$ cat src/rtl/serial_sum_collector.sv
// Receive side of a bit-serial two's-complement adder: gathers LSB-first sum bits
// into a parallel word and derives carry-out / signed overflow from the MSB slice.
module serial_sum_collector #(
    parameter int WIDTH = 8
) (
    input  logic             clk,
    input  logic             reset,
    input  logic             start,
    input  logic             bit_valid,
    input  logic             s_in,
    input  logic             a_in,
    input  logic             b_in,
    output logic [WIDTH-1:0] sum,
    output logic             carry_out,
    output logic             overflow,
    output logic             busy,
    output logic             done
);

    localparam int CW = $clog2(WIDTH);
    localparam logic [CW-1:0] LAST_BIT = CW'(WIDTH - 1);

    typedef enum logic [1:0] {
        IDLE    = 2'd0,
        COLLECT = 2'd1,
        DONE    = 2'd2
    } state_t;

    state_t           r_state;
    logic [CW-1:0]    r_count;
    logic [WIDTH-1:0] r_shift;
    logic [WIDTH-1:0] r_sum;
    logic             r_carry_out;
    logic             r_overflow;
    logic             r_busy;
    logic             r_done;

    // The carry into the MSB slice is recovered from that slice's own sum bit.
    logic             w_cin_msb;
    logic             w_carry_next;
    logic             w_overflow_next;
    logic [WIDTH-1:0] w_word_next;
    logic             w_last_bit;

    assign w_cin_msb       = s_in ^ a_in ^ b_in;
    assign w_carry_next    = (a_in & b_in) | (w_cin_msb & (a_in ^ b_in));
    assign w_overflow_next = w_cin_msb ^ w_carry_next;
    assign w_word_next     = {s_in, r_shift[WIDTH-1:1]};
    assign w_last_bit      = (r_count == LAST_BIT);

    always_ff @(posedge clk) begin
        if (reset) begin
            r_state     <= IDLE;
            r_count     <= '0;
            r_shift     <= '0;
            r_sum       <= '0;
            r_carry_out <= 1'b0;
            r_overflow  <= 1'b0;
            r_busy      <= 1'b0;
            r_done      <= 1'b0;
        end else begin
            r_done <= 1'b0;
            case (r_state)
                IDLE, DONE: begin
                    if (start) begin
                        r_state <= COLLECT;
                        r_count <= '0;
                        r_shift <= '0;
                        r_busy  <= 1'b1;
                    end else begin
                        r_state <= IDLE;
                        r_busy  <= 1'b0;
                    end
                end
                COLLECT: begin
                    // start takes priority over any bit presented in the same cycle
                    if (start) begin
                        r_count <= '0;
                        r_shift <= '0;
                    end else if (bit_valid) begin
                        if (w_last_bit) begin
                            r_sum       <= w_word_next;
                            r_carry_out <= w_carry_next;
                            r_overflow  <= w_overflow_next;
                            r_state     <= DONE;
                            r_busy      <= 1'b0;
                            r_done      <= 1'b1;
                        end else begin
                            r_shift <= w_word_next;
                            r_count <= r_count + 1'b1;
                        end
                    end
                end
                default: begin
                    r_state <= IDLE;
                    r_busy  <= 1'b0;
                end
            endcase
        end
    end

    assign sum       = r_sum;
    assign carry_out = r_carry_out;
    assign overflow  = r_overflow;
    assign busy      = r_busy;
    assign done      = r_done;

endmodule

$ cat config.mk
export PLATFORM = sky130hd
export DESIGN_NAME = serial_sum_collector
export DESIGN_NICKNAME = d
export VERILOG_FILES = /design/src/rtl/serial_sum_collector.sv
export SDC_FILE = /design/constraint.sdc
export NUM_CORES = 1
export LEC_CHECK = 0
export BUFFER_PORTS_ARGS = -buffer_cell sky130_fd_sc_hd__buf_2
export CORE_ASPECT_RATIO = 0.7
export CORE_MARGIN = 4
export CORE_UTILIZATION = 50
export DETAILED_ROUTE_END_ITERATION = 10
export PLACE_DENSITY = 0.83
export SYNTH_ARGS = -nofsm -noshare
export SYNTH_HDL_FRONTEND = slang
export SYNTH_SLANG_ARGS = --single-unit
$ cat constraint.sdc
create_clock -name clk -period 2.2 [get_ports clk]
set_clock_uncertainty 0.15 [all_clocks]
set_input_delay 0.44 -clock clk [delete_from_list [all_inputs] [get_ports clk]]
set_output_delay 0.44 -clock clk [all_outputs]
set_load 0.05 [all_outputs]
==> impl_results.md <==
- Leakage power: 0.502 nW
- R2R setup slack: 0.25 ns
- Biggest area consumer among synthesized cells: dfxtp_1
- WL final: 1970 um
- Mapped Cells: 113
- Layout cell share with drive strength beyond 1: 24.8%
- Initial Utilization: 54.9%
- Worst EP required: 2.26 ns
- Yosys top cell area share: 45.6%
- Vias in the first global route: 722
- Crit-path cells: ha_1 -> ha_1 -> and3b_1 -> a2bb2oi_1 -> buf_4 -> mux2_2
- Later-pin clock latency in the skew report: 0.32 ns
- Std cell rows: 13
- WP buf/inv: 1
- Root buffer cell: clkbuf_4
- Final hold vios: 0
- Psw: 0.000166 W
- F_max: 0.513 GHz
- Die width: 62.9 um
- Clock share of power: 38.6%
- Antenna Nets Post-Route: 0
- Die height: 46.4 um
- Slew HR: 69.7%
- Slew Viols, Final: 0
- WL per Instance: 13.0 um
- Cell area after synthesis: 1050 um2
- Postcts setup bufs: 0
- Largest net degree at the start of global routing: 29
- First-pass GRT wire length: 3200 um
- Setup Viol. Count Final: 0
- Clock Sinks: 24
- Iter 0 DRT Violations: 47
- Min cycle time layout: 1.95 ns
- Setup TNS: 0 ns
- TritonCTS clock tree: built
- Data arrival, critical path: 2.01 ns
- WHS: 0.266 ns
- Synth-to-layout area growth: 14.1%
- Main area contributors after synthesis: dfxtp_1, mux2i_1, a21oi_1
- Avg Cell Area, Syn: 9.32 um2
- Most common cell after layout, fill and taps aside: dfxtp_1
- Cell Pwr Density: 675 nW/um2
- Initial antenna violation count: 0
- Min-delay worst type: input port to flip-flop
- Sw Share: 20.4%
- Most frequent cells in the layout: dfxtp_1, buf_2, a21oi_1
- Hold buffer count at CTS: 0
- Nets: 140
- Maxcap violations: 0
- Critical path's largest stage delay: 0.35 ns
- Status: complete, no violations
- Diodes inserted: 0
- Pre-Repair DR Iteration Count: 4
- Worst-path clk slew: 0.13 ns
- Setup Crit Path Kind: flip-flop to flip-flop
- Global-route usage over all layers: 14.6%
- Distinct cells, synth: 26
- Syn Nets: 123
- RSZ-0062 raised after global routing: no
- Total grt overflow: 0
- Slew @ Worst Pin: 0.454 ns
- Gate power share: 6.9%
- DR vias: 849
- Most used cell, CP: ha_1
- HPWL Detailed: 1410 um
- Type of origin of the critical path: flip-flop
- Drc violations: 0
- Longest Clk Path Bufs: 2
- PortBufs: 18
- Die area: 2920 um2
- Critical Path Fanout Max: 10
- CTS Buf Count: 3
- Crit-path leading delay family: adder cells
- Post-synthesis sequential area ratio: 45.6%
- I/O pin count: 19
- Crit-path slowest cell: mux2_2
- Internal: 0.000646 W
- YS warnings: 0
- Core Region: 1920 um2
- Htree depth: 1
- Peak supply drop: 460 uV
- RD Place Congestion: 0.793
- Post_cts resized: 0
- Final cycle utilization of the critical path: 88.7%
- Sequential power share: 54.4%
- Via-to-Cell Ratio: 5.62
- Seq cells post-synth: 24
- Crit path capture type: flip-flop
## cells in the mapped netlist
library cell,n
a2111o_1,1
a2111oi_0,2
a211oi_1,1
a21oi_1,12
a2bb2oi_1,1
and2_1,1
and3b_1,2
buf_2,2
buf_6,1
clkbuf_1,6
dfxtp_1,24
ha_1,3
inv_1,1
mux2_2,2
mux2i_1,8
nand2_1,3
nand2b_1,8
nand3_1,8
nand3b_1,3
nor2_1,2
nor2b_1,2
nor3_1,4
nor3b_1,1
o21ai_0,9
or2_2,5
or3b_1,1
## area by class of cell
cell class / count / area [um2]
Clock buffer: 3 / 22.5
Clock inverter: 1 / 30.0
Fill cell: 167 / 717
Inverter: 1 / 3.75
Multi-Input combinational cell: 79 / 526
Sequential cell: 24 / 480
Tap cell: 22 / 27.5
Timing Repair Buffer: 21 / 113
## routing by layer
layer	GRT usage (%)	share of wire [%]	vias up
li1	-	-	433
met2	23.5	43	20
met3	6.34	7.1	2
met4	5.26	0.76	0
met1	17.6	49	394
met5	0	0	-
## registers in the layout, indices dropped and copies added, names as in the netlist
register / count
r_shift: 7
busy: 1
carry_out: 1
r_count: 3
sum: 8
done: 1
r_state: 2
overflow: 1
## tightest hold or removal path: cells and delay by family
family          cells  cell delay (ns)
simple gates        1             0.07
buf+inv             1             0.13
compound gates      1             0.06
## worst paths after layout
kind              startpoint         end  cells after the start
setup / recovery  r_count[0]  r_count[0]                      6
hold / removal          s_in      sum[7]                      3
setup reg to reg  r_count[0]  r_count[0]                      6
hold reg to reg    carry_out   carry_out                      2
## per-stage QoR
stage	setup slack [ns]	utilization [%]	cells	cell area (um2)	total power, W
after global routing	0.185	62.6	151	1200	0.000847
after floorplan	0.305	-	113	1050	0.000491
final	0.249	62.6	151	1200	0.000811
after detailed placement	0.259	59.9	147	1150	0.000507
after global placement	0.266	59.9	147	1150	0.000505
after CTS	0.255	62.6	151	1200	0.000823
## cells by family after synthesis
logic type,count (synthesis),share of synthesized area (%)
compound gates,26,14.3
simple gates,40,22.3
buf+inv,10,4.51
mux,10,9.74
fa+ha+maj,3,3.56
flops,24,45.6
## power groups by stage
stage | Sequential [W] | Clock (W) | Combinational, W
after detailed placement | 0.000451 | 0 | 0.0000559
after global routing | 0.000443 | 0.000343 | 0.0000608
after CTS | 0.000442 | 0.000325 | 0.0000559
after floorplan | 0.000455 | 0 | 0.0000367
after global placement | 0.000451 | 0 | 0.0000544
final | 0.000442 | 0.000314 | 0.0000561
Power figures use the tool's default switching activity.
